==> config.mk <==
export PLATFORM = sky130hd
export DESIGN_NAME = gpa_fhdo_spi_master
export DESIGN_NICKNAME = d
export VERILOG_FILES = /design/src/rtl/gpa_fhdo_spi_master.sv
export SDC_FILE = /design/constraint.sdc
export NUM_CORES = 1
export LEC_CHECK = 0
export BUFFER_PORTS_ARGS = -buffer_cell sky130_fd_sc_hd__buf_4
export CAP_MARGIN = 25
export CORE_MARGIN = 2
export CORE_UTILIZATION = 52
export DETAILED_ROUTE_END_ITERATION = 10
export PLACE_DENSITY = 0.87
export SETUP_SLACK_MARGIN = 0.02
export SLEW_MARGIN = 30
export SYNTH_ARGS = -nofsm -noshare
export SYNTH_HDL_FRONTEND = slang
export SYNTH_SLANG_ARGS = --single-unit
==> constraint.sdc <==
create_clock -name clk -period 5.9 [get_ports clk]
set_input_delay 1.475 -clock clk [delete_from_list [all_inputs] [get_ports clk]]
set_output_delay 1.475 -clock clk [all_outputs]
set_load 0.005 [all_outputs]
==> src/rtl/gpa_fhdo_spi_master.sv <==
// -----------------------------------------------------------------------------
// gpa_fhdo_spi_master
//
// SPI initiator for the GPA-FHDO gradient board. Sends 24-bit DAC80504 write
// frames and, optionally, 32-bit ADS8684 readback frames over one shared
// sclk/sdo pair and one csn line. On the board, csn low selects the DAC and
// csn high selects the ADC, because the ADC chip-select is inverted.
//
// Optional feature macro: GPA_FHDO_READBACK_EN
//   defined   : ADC readback path present (ADC_PRE / ADC_XFER / ADC_POST).
//   undefined : adc_valid_i and fhdo_sdi are ignored, adc outputs tied to 0,
//               and only DAC frames are generated.
//
// Parameters:
//   SCLK_DIV : sclk half-period in clk cycles (1..255)
//   CS_GAP   : csn framing/idle time in clk cycles (1..255)
//
// Ports:
//   clk, rst_n        : system clock, asynchronous active-low reset
//   dac_word_i[23:0]  : DAC frame, MSB first ([23:16] cmd/addr, [15:0] data)
//   dac_valid_i       : DAC request (taken in IDLE, wins over adc_valid_i)
//   adc_cmd_i[15:0]   : ADS8684 command, shifted in the first 16 bits
//   adc_valid_i       : ADC readback request
//   busy_o            : transaction in progress, requests ignored while high
//   adc_data_o[15:0]  : last captured ADC result
//   adc_data_valid_o  : one-cycle strobe when adc_data_o updates
//   fhdo_sclk         : SPI clock, idle low
//   fhdo_csn          : chip select (low = DAC, high = ADC)
//   fhdo_sdo          : serial data to the board
//   fhdo_sdi          : serial data from the ADC
//
// Handshake: a request is taken on the clk edge where its valid is high while
// the block is IDLE; its input word is latched on that edge and busy_o rises
// the cycle after. Any valid seen while busy_o is high is ignored. A valid held
// high is taken again in the first IDLE cycle after busy_o falls.
// -----------------------------------------------------------------------------
module gpa_fhdo_spi_master #(
  parameter int unsigned SCLK_DIV = 2,
  parameter int unsigned CS_GAP   = 4
) (
  input  logic        clk,
  input  logic        rst_n,
  input  logic [23:0] dac_word_i,
  input  logic        dac_valid_i,
  input  logic [15:0] adc_cmd_i,
  input  logic        adc_valid_i,
  output logic        busy_o,
  output logic [15:0] adc_data_o,
  output logic        adc_data_valid_o,
  output logic        fhdo_sclk,
  output logic        fhdo_csn,
  output logic        fhdo_sdo,
  input  logic        fhdo_sdi
);

  localparam logic [2:0] S_IDLE      = 3'd0;
  localparam logic [2:0] S_DAC_SETUP = 3'd1;
  localparam logic [2:0] S_DAC_XFER  = 3'd2;
  localparam logic [2:0] S_ADC_PRE   = 3'd3;
  localparam logic [2:0] S_ADC_XFER  = 3'd4;
  localparam logic [2:0] S_ADC_POST  = 3'd5;
  localparam logic [2:0] S_GAP       = 3'd6;

  // Counters count down to zero, so they load N-1 on state entry.
  localparam logic [7:0] DIV_LOAD = 8'(SCLK_DIV - 1);
  localparam logic [7:0] GAP_LOAD = 8'(CS_GAP - 1);

  localparam logic [5:0] DAC_LAST_BIT = 6'd23;
  localparam logic [5:0] ADC_LAST_BIT = 6'd31;
  localparam logic [5:0] ADC_RX_FIRST = 6'd16;

  // Registered state
  logic [2:0]  state;
  logic [7:0]  gap_cnt;
  logic [7:0]  div_cnt;
  logic [5:0]  bit_cnt;
  logic        phase_hi;   // 1 = first (sclk high) half of the current bit
  logic [31:0] shift_q;    // outgoing bits, MSB is on sdo

  // Next-state values
  logic [2:0]  state_n;
  logic [7:0]  gap_n;
  logic [7:0]  div_n;
  logic [5:0]  bit_n;
  logic        phase_n;
  logic [31:0] shift_n;
  logic        busy_n;
  logic        sclk_n;
  logic        csn_n;
  logic        sdo_n;
  logic        xfer_n;

`ifdef GPA_FHDO_READBACK_EN
  logic [15:0] rx_q;
  logic [15:0] rx_n;
  logic [15:0] adc_data_q;
  logic [15:0] adc_data_n;
  logic        adc_strobe_q;
  logic        adc_strobe_n;
`endif

  always_comb begin
    state_n = state;
    gap_n   = gap_cnt;
    div_n   = div_cnt;
    bit_n   = bit_cnt;
    phase_n = phase_hi;
    shift_n = shift_q;
`ifdef GPA_FHDO_READBACK_EN
    rx_n         = rx_q;
    adc_data_n   = adc_data_q;
    adc_strobe_n = 1'b0;
`endif

    case (state)
      S_IDLE: begin
        if (dac_valid_i) begin
          state_n = S_DAC_SETUP;
          gap_n   = GAP_LOAD;
          shift_n = {dac_word_i, 8'h00};
        end
`ifdef GPA_FHDO_READBACK_EN
        else if (adc_valid_i) begin
          state_n = S_ADC_PRE;
          gap_n   = GAP_LOAD;
          // Trailing zeros become the sdo value for bits 16..31.
          shift_n = {adc_cmd_i, 16'h0000};
        end
`endif
      end

      S_DAC_SETUP: begin
        if (gap_cnt == 8'd0) begin
          state_n = S_DAC_XFER;
          div_n   = DIV_LOAD;
          bit_n   = 6'd0;
          phase_n = 1'b1;
        end else begin
          gap_n = gap_cnt - 8'd1;
        end
      end

`ifdef GPA_FHDO_READBACK_EN
      // Zero-bit csn-low pulse; the DAC discards it, the ADC uses its
      // rising edge as the start of the frame.
      S_ADC_PRE: begin
        if (gap_cnt == 8'd0) begin
          state_n = S_ADC_XFER;
          div_n   = DIV_LOAD;
          bit_n   = 6'd0;
          phase_n = 1'b1;
        end else begin
          gap_n = gap_cnt - 8'd1;
        end
      end

      S_ADC_POST: begin
        if (gap_cnt == 8'd0) begin
          state_n = S_GAP;
          gap_n   = GAP_LOAD;
        end else begin
          gap_n = gap_cnt - 8'd1;
        end
      end
`endif

      S_DAC_XFER, S_ADC_XFER: begin
        if (div_cnt != 8'd0) begin
          div_n = div_cnt - 8'd1;
        end else if (phase_hi) begin
          // End of the high half: sclk falls on this edge, which is where
          // both the device and this block sample their inputs.
          phase_n = 1'b0;
          div_n   = DIV_LOAD;
`ifdef GPA_FHDO_READBACK_EN
          if ((state == S_ADC_XFER) && (bit_cnt >= ADC_RX_FIRST)) begin
            rx_n = {rx_q[14:0], fhdo_sdi};
          end
`endif
        end else if (bit_cnt == ((state == S_ADC_XFER) ? ADC_LAST_BIT : DAC_LAST_BIT)) begin
          gap_n = GAP_LOAD;
`ifdef GPA_FHDO_READBACK_EN
          if (state == S_ADC_XFER) begin
            state_n      = S_ADC_POST;
            adc_data_n   = rx_q;
            adc_strobe_n = 1'b1;
          end else begin
            state_n = S_GAP;
          end
`else
          state_n = S_GAP;
`endif
        end else begin
          bit_n   = bit_cnt + 6'd1;
          phase_n = 1'b1;
          div_n   = DIV_LOAD;
          shift_n = {shift_q[30:0], 1'b0};
        end
      end

      S_GAP: begin
        if (gap_cnt == 8'd0) begin
          state_n = S_IDLE;
        end else begin
          gap_n = gap_cnt - 8'd1;
        end
      end

      default: begin
        state_n = S_IDLE;
      end
    endcase

    // Pin values are decoded from the next state so the pins come straight
    // out of flops and line up exactly with the state register.
    xfer_n = (state_n == S_DAC_XFER) || (state_n == S_ADC_XFER);
    sclk_n = xfer_n && phase_n;
    sdo_n  = xfer_n && shift_n[31];
    csn_n  = !((state_n == S_DAC_SETUP) || (state_n == S_DAC_XFER) ||
               (state_n == S_ADC_PRE)   || (state_n == S_ADC_POST));
    busy_n = (state_n != S_IDLE);
  end

  always_ff @(posedge clk or negedge rst_n) begin
    if (!rst_n) begin
      state     <= S_IDLE;
      gap_cnt   <= 8'd0;
      div_cnt   <= 8'd0;
      bit_cnt   <= 6'd0;
      phase_hi  <= 1'b0;
      shift_q   <= 32'd0;
      busy_o    <= 1'b0;
      fhdo_sclk <= 1'b0;
      fhdo_csn  <= 1'b1;
      fhdo_sdo  <= 1'b0;
    end else begin
      state     <= state_n;
      gap_cnt   <= gap_n;
      div_cnt   <= div_n;
      bit_cnt   <= bit_n;
      phase_hi  <= phase_n;
      shift_q   <= shift_n;
      busy_o    <= busy_n;
      fhdo_sclk <= sclk_n;
      fhdo_csn  <= csn_n;
      fhdo_sdo  <= sdo_n;
    end
  end

`ifdef GPA_FHDO_READBACK_EN
  always_ff @(posedge clk or negedge rst_n) begin
    if (!rst_n) begin
      rx_q         <= 16'h0000;
      adc_data_q   <= 16'h0000;
      adc_strobe_q <= 1'b0;
    end else begin
      rx_q         <= rx_n;
      adc_data_q   <= adc_data_n;
      adc_strobe_q <= adc_strobe_n;
    end
  end

  assign adc_data_o       = adc_data_q;
  assign adc_data_valid_o = adc_strobe_q;
`else
  // Readback path absent: its inputs are intentionally left unconsumed.
  logic unused_readback;
  assign unused_readback  = ^{adc_cmd_i, adc_valid_i, fhdo_sdi};
  assign adc_data_o       = 16'h0000;
  assign adc_data_valid_o = 1'b0;
`endif

endmodule

* Word-level counts from Yosys, hierarchy flattened
Cells that the tools add are included.
** Word-level totals
- Output and inout port bits :: 21
- Logic and storage cells :: 86
- Input bits :: 45
- Bits in registers :: 62
** Cells by class
- Multiplexer cells :: 34
- Equal/unequal tests :: 18
- Reductions and logical operators :: 20
- Add/sub/neg operators :: 3
** Operator list (number)
- $mux 32 :: 4
- $mux 8 :: 9
- $pmux 32 s2 :: 1
- $mux 6 :: 4
- $pmux 8 s3 :: 1
- $mux 3 :: 6
- $pmux 8 s2 :: 1
- $sub 8x1->8 const B :: 2
- $ne 2x2->1 const B :: 7
- $eq 3x3->1 const B :: 4
- $pmux 3 s4 :: 1
- $pmux 6 s2 :: 1
- $reduce_and 5->1 :: 2
- $eq 3x2->1 const B :: 3
- $logic_not 8->1 :: 1
- $reduce_bool 8->1 :: 1
- $add 6x1->6 const B :: 1
- $eq 3x1->1 const B :: 2
- $eq 6x5->1 :: 1
- $reduce_and 6->1 :: 1
- $reduce_bool 3->1 :: 2
- $logic_or 1x1->1 :: 4
- $mux 1 :: 4
- $mux 4 :: 1
- other kinds (8) :: 11

* Longest topological paths before layout
Gate-level depths: netlist of run 1.
- Word-level depth :: 12
- Mapped depth :: 9
- Depth with buffers taken out :: 7

* Worst setup path before layout of run 1
OpenSTA, ideal clock, no wires.
- Kind :: input-to-reg
- From :: input dac_valid_i
- To :: register div_cnt[4]
- Arrival :: 2.888 ns
- Path slack :: 2.886 ns
- Cell stages on the path :: 6
- Setup time :: 0.126 ns
- Data required time :: 5.774 ns
- Path buffers :: 2
- Cells stage by stage :: o221a_2 > or2_1 > buf_6 > or3_1 > buf_6 > a221o_1
** RTL lines
- from (decl) :: RTL line 44 : input logic dac_valid_i,
- to (signal assigned) :: RTL line 239 : div_cnt <= div_n;
- to (decl) :: RTL line 75 : logic [7:0] div_cnt;

==> summary.txt, run 1 <==
Final layout
  – Most frequent cells in the layout: dfrtp_1 (60), nand2_1 (36), buf_4 (34)
  – Fraction of layout instances using a drive strength above 1: 15.1%
  – Antenna diodes: 0
  – Finished layout cell area: 3590 µm²
  – NumNets Final: 402
  – Fillers: 484
  – P&R area growth vs syn: 12.7%
  – Register area: 1530 µm²
  – Most common cell after layout, fill and taps aside: dfrtp_1
  – Multi-input gate area: 1490 µm²
  – Post-layout util: 60.6%

Floorplanning
  – Core area: 5920 µm²
  – Chip height: 82.3 µm
  – Row count: 28
  – Die Span X: 82.3 µm
  – I/O Pins: 66
  – Starting Density: 53.8%
  – Die ar.: 6770 µm²

Yosys
  – Synth unique cells: 53
  – Largest area contributor in the netlist: dfrtp_1
  – Number of synthesized register bits: 61
  – Syn_area_per_cell: 9.77 µm²
  – EDFF count, synth: 0
  – Mapped Cells: 326
  – Top cell type's share of synthesized area: 47.2%
  – Seq/Total Area, Yosys: 48.0%
  – Synth area leaders: dfrtp_1 (47%), a22o_1 (7.2%), a21o_1 (6.1%)
  – Async SR Flop Fraction: 100%
  – Dominant synthesized flop cell: dfrtp_1
  – Post-synth design cell area: 3180 µm²
  – Synth warn: 0

Clocking
  – Clock Tree Buf Depth: 2
  – TritonCTS clock tree: done
  – Reg clk slew, reported paths: 0.07 ns
  – Clk Latency, worst-skew pair: 0.35 ns
  – Hold-fix buffers at CTS: 0
  – CTS sink count: 61
  – Post-cts sizing count: 0
  – Total setup buffers inserted after CTS: 0
  – CTS Buf Count: 9
  – Root Driver: clkbuf_8
  – # H-tree levels: 3

Pwr
  – Overall Power: 1.45 mW
  – Power per cell area: 404 nW/µm²
  – Switching share of total power: 34.8%
  – Seq pwr share: 45.7%
  – Sw Pwr: 0.504 mW
  – Maximum VDD drop: 0.182 mV
  – P_int: 0.945 mW
  – Clock power frac: 25.3%
  – Logic pwr share: 29.0%
  – Leak Pwr: 1.85 nW

Setup path
  – Worst r2r path cells: 5
  – Crit Reg-Reg Endpoint: div_cnt[4]
  – Maximum fanout along the worst path: 9
  – Critical path startpoint category: primary input
  – Flop2flop setup slack: 2.98 ns
  – CP endpoint kind: flop
  – Worst Setup SP: dac_valid_i
  – WP data arrival: 3.18 ns
  – WS Path Type: primary input to flop
  – CP Data Required Time: 6.13 ns
  – CP endpoint: div_cnt[4]
  – Worst r2r src: gap_cnt[4]

Detailed routing
  – Initial DRC count: 240
  – Pre-Repair DR Iteration Count: 4
  – DRC: 0
  – Vias: 2578
  – Routed WL: 6580 µm
  – Number of vias per cell: 5.95
  – Post-DR wirelength/cell: 15.2 µm
  – Antenna Violating Nets Remaining: 0

Timing
  – Worst-margin pin slew: 0.853 ns
  – Final Worst Setup Slack: 2.94 ns
  – Hold Vio Cnt, Final: 0
  – Relative slew slack: 43.2%
  – Period utilization: 50.1%
  – Final Critical Period: 2.96 ns
  – Final Setup Violations: 0
  – Skew final: 0.0164 ns
  – RSZ-0062 raised after global routing: no
  – Fmax achieved: 338 MHz
  – Fin Setup TNS: 0 ns
  – Final Slew Violations: 0

GRT
  – Initial antenna violation count: 0
  – Largest net degree at the start of global routing: 62
  – Grt ovf: 0
  – Number of global-route vias before repair: 2290
  – Total GRT Usage: 20.3%
  – First-pass GRT wire length: 10600 µm

Placement
  – Routability congestion estimate: 0.838
  – Detail Placement HPWL: 4320 µm
  – Pre-CTS setup slack: 2.61 ns
  – PortBufs: 30
  – Placed cell areas: 3400 µm²

Run
  – Max-cap viol count: 0

Run status
  – Status: finished, final reports clean

Min path
  – Hold/Removal Path Class: flop to flop
## power groups by stage
stage | Clock [mW] | Combinational, mW | Sequential [mW]
6_report | 0.366 | 0.421 | 0.662
5_1_grt | 0.392 | 0.475 | 0.679
4_1_cts | 0.371 | 0.421 | 0.659
3_5_place_dp | 0 | 0.418 | 0.664
3_3_place_gp | 0 | 0.398 | 0.657
2_1_floorplan | 0 | 0.353 | 0.627
## per-stage QoR
step / hold WS, ns / instances
after global routing: 0.490 / 433
after CTS: 0.458 / 433
after global placement: 0.437 / 416
after detailed placement: 0.444 / 417
final: 0.460 / 433
after floorplan: 0.430 / 342
## Yosys cell counts (2+ instances only)
library cell	instances
dfrtp_1	60
a21o_1	26
nor2b_1	2
o22ai_1	3
buf_6	2
ha_1	4
o22a_1	2
a22o_1	26
buf_2	2
o211ai_1	3
o311ai_0	2
or3_1	4
inv_1	9
buf_4	17
nand4_1	2
a32o_1	2
o21ai_0	13
nand3_1	14
xor2_1	2
nor3_1	13
clkbuf_1	13
or4_1	3
nand2_1	36
xnor2_1	2
a21oi_1	11
and3_1	4
a211o_1	3
nor2_1	16
nor4_1	5
a211oi_1	2
## flip-flops by register name (all words and copies together) (netlist names)
register   flops
state          3
gap_cnt        8
fhdo_csn       1
div_cnt        8
shift_q       31
fhdo_sclk      1
fhdo_sdo       1
phase_hi       1
busy_o         1
bit_cnt        6
## per-layer routing
| metal | GRT usage (%) | vias to the layer above | share of wire [%] |
|---|---|---|---|
| met3 | 3.70 | 9 | 4.9 |
| met4 | 11.5 | 0 | 1.4 |
| met2 | 30.6 | 74 | 49 |
| met5 | 0 | - | 0 |
| met1 | 27.6 | 1273 | 45 |
| li1 | - | 1222 | - |
## area by class of cell
type,instances,area share (%)
Timing Repair Buffer,34,7.11
Inverter,9,0.941
Sequential cell,61,42.6
Clock inverter,6,1.78
Clock buffer,10,3.56
Multi-Input combinational cell,238,41.4
Tap cell,75,2.62
## worst max-delay path, cell delays in order
cell and delay [ns]:
buf_4 0.14, o221a_2 0.29, or2_1 0.33, or3_1 0.55
a221o_1 0.40
## worst min-delay path by stage
stage	start	end	cells after the start
floorplan	shift_q[1]	shift_q[2]	2
global placement	shift_q[1]	shift_q[2]	2
detailed placement	shift_q[1]	shift_q[2]	2
CTS	shift_q[1]	shift_q[2]	2
global route	shift_q[3]	shift_q[4]	2
finish	shift_q[1]	shift_q[2]	2
## logic make-up after synthesis
group / share of synthesized area, %
adder cells (fa/ha/maj): 1.57
AO/OA/AOI/OAI: 24.1
XOR/XNOR: 1.10
buffers and inverters: 7.62
flip-flops: 48.0
AND/OR/NAND/NOR: 17.2
other: 0.118
multiplexers: 0.354
No activity file was read; power rests on OpenSTA's default activity.
==> run 2, diff against run 1 <==
- clock period: 5.9 -> 2.8 ns (I/O delays scaled with it)
==> summary.txt, run 2 (synthesis results as in run 1) <==
Final layout
  – Most frequent cells in the layout: dfrtp_1 (60), buf_4 (42), nand2_1 (36)
  – Fillers: 467
  – Most common cell after layout, fill and taps aside: dfrtp_1
  – P&R area growth vs syn: 15.3%
  – Final std cells w/o fill: 441
  – Antenna diodes: 0
  – Top reg by flops: shift_q
  – Max reg flops: 31
  – Post-layout util: 62.0%
  – Fraction of layout instances using a drive strength above 1: 16.9%
  – NumNets Final: 410
  – Top flop regs: shift_q x31, div_cnt x8, gap_cnt x8

Pwr
  – Power per cell area: 864 nW/µm²
  – Maximum VDD drop: 0.439 mV
  – Seq pwr share: 43.5%
  – Clock power frac: 26.8%
  – Switching share of total power: 33.7%
  – P_int: 2.10 mW
  – Sw Pwr: 1.07 mW
  – Leak Pwr: 1.91 nW
  – Overall Power: 3.17 mW
  – Logic pwr share: 29.7%

Detailed routing
  – Routed WL: 6860 µm
  – Vias: 2645
  – Post-DR wirelength/cell: 15.5 µm
  – DRC: 0
  – Pre-Repair DR Iteration Count: 4
  – Antenna Violating Nets Remaining: 0
  – Number of vias per cell: 6.00
  – Initial DRC count: 221

Clocking
  – TritonCTS clock tree: done
  – Clock Tree Buf Depth: 2
  – # H-tree levels: 3
  – CTS Buf Count: 9
  – Clk Latency, worst-skew pair: 0.35 ns
  – Reg clk slew, reported paths: 0.07 ns
  – Hold-fix buffers at CTS: 0
  – CTS sink count: 61
  – Root Driver: clkbuf_8

Setup path
  – CP peak stage delay: 0.67 ns
  – Critical path startpoint category: flop
  – Crit path max-delay family: simple AND/OR/NAND/NOR gates
  – WP data arrival: 2.88 ns
  – WS Path Type: flop to flop
  – Crit-path cells: or4_1 > o41a_1 > or2_1 > or3_1 > a221o_1
  – CP endpoint kind: flop
  – Crit path max-delay cell type: or4_1
  – Maximum fanout along the worst path: 7
  – CP Data Required Time: 3.03 ns
  – Crit path buf inv count: 0

Placement
  – Dpl cells: 423
  – PortBufs: 30
  – Routability congestion estimate: 0.840
  – Detail Placement HPWL: 4610 µm

Min path
  – Hold/Removal Path Class: primary input to asynchronous set/reset pin

GRT
  – Grt peak-use layer: met2
  – First-pass GRT wire length: 11200 µm
  – Largest net degree at the start of global routing: 62
  – Number of global-route vias before repair: 2459
  – Initial antenna violation count: 0
  – GR Util met3: 5.43%
  – M2 GR Usage: 33.7%
  – Grt ovf: 0
  – Total GRT Usage: 21.7%
  – Met1 usage: 28.2%

Timing
  – Worst-margin pin slew: 0.757 ns
  – Fmax achieved: 378 MHz
  – RSZ-0062 raised after global routing: no
  – Fin Setup TNS: 0 ns
  – Final Slew Violations: 0
  – Hold Vio Cnt, Final: 0
  – Period utilization: 94.6%
  – Skew final: 0.0112 ns
  – Relative slew slack: 49.5%
  – Final Critical Period: 2.65 ns
  – Min Hold Slack: 0.423 ns
  – Final Setup Violations: 0

Floorplanning
  – Chip height: 82.3 µm
  – Starting Density: 53.8%
  – Die ar.: 6770 µm²
  – Core area: 5920 µm²
  – I/O Pins: 66
  – Die Span X: 82.3 µm
  – Row count: 28

Run
  – Max-cap viol count: 0

Run status
  – Status: finished, final reports clean
==> run 2: cell count changes in the layout (fill, tap and decap cells not counted), sizes merged <==
cell      delta
clkinvlp     -2
buf          +8
bufinv       +1
clkinv       +1
==> run 2: what timing repair did <==
action                                  in CTS  in global routing
resized for setup                            0                  0
hold endpoints to repair                     0                  0
buffers inserted                             0                  2
endpoints found under the setup margin       0                  3
==> run 2: layer usage <==
layer | wire length (µm) | share of wire, % | vias to the layer above
met5 | 0 | 0 | -
met2 | 3450 | 50 | 87
met3 | 365 | 5.3 | 16
met4 | 161 | 2.3 | 0
met1 | 2880 | 42 | 1297
li1 | - | - | 1245
==> run 2: power by group through the flow <==
stage / Combinational, mW / Clock (mW) / Sequential [mW]
floorplan: 0.743 / 0 / 1.32
global placement: 0.881 / 0 / 1.37
detailed placement: 0.929 / 0 / 1.39
CTS: 0.940 / 0.864 / 1.38
global route: 1.06 / 0.911 / 1.41
finish: 0.941 / 0.850 / 1.38
==> run 2: area by class of cell <==
| cell class | instances | area [µm²] | area share, % |
|---|---|---|---|
| clock buffer | 10 | 128 | 3.48 |
| clock inverter | 6 | 87.6 | 2.39 |
| inverter | 9 | 33.8 | 0.920 |
| multi-input combinational | 238 | 1490 | 40.5 |
| sequential | 61 | 1530 | 41.6 |
| tap | 75 | 93.8 | 2.56 |
| timing repair buffer | 42 | 315 | 8.59 |
==> run 2: per-stage QoR <==
step | cell area [µm²] | worst slack, ns
floorplan | 3240 | 0.122
global placement | 3440 | 0.199
detailed placement | 3440 | 0.144
CTS | 3660 | 0.129
global route | 3670 | 0.0586
finish | 3670 | 0.152
==> run 2: path summary, 6_finish.rpt <==
kind	end	slack [ns]	cells past startpoint	start
min in group clk	shift_q[2]	0.47	2	shift_q[1]
max in group asynchronous	shift_q[18]	1.88	1	rst_n
max reg2reg	div_cnt[4]	0.15	5	gap_cnt[4]
min reg2reg	shift_q[2]	0.47	2	shift_q[1]
max	div_cnt[4]	0.15	5	gap_cnt[4]
min	gap_cnt[0]	0.42	1	rst_n
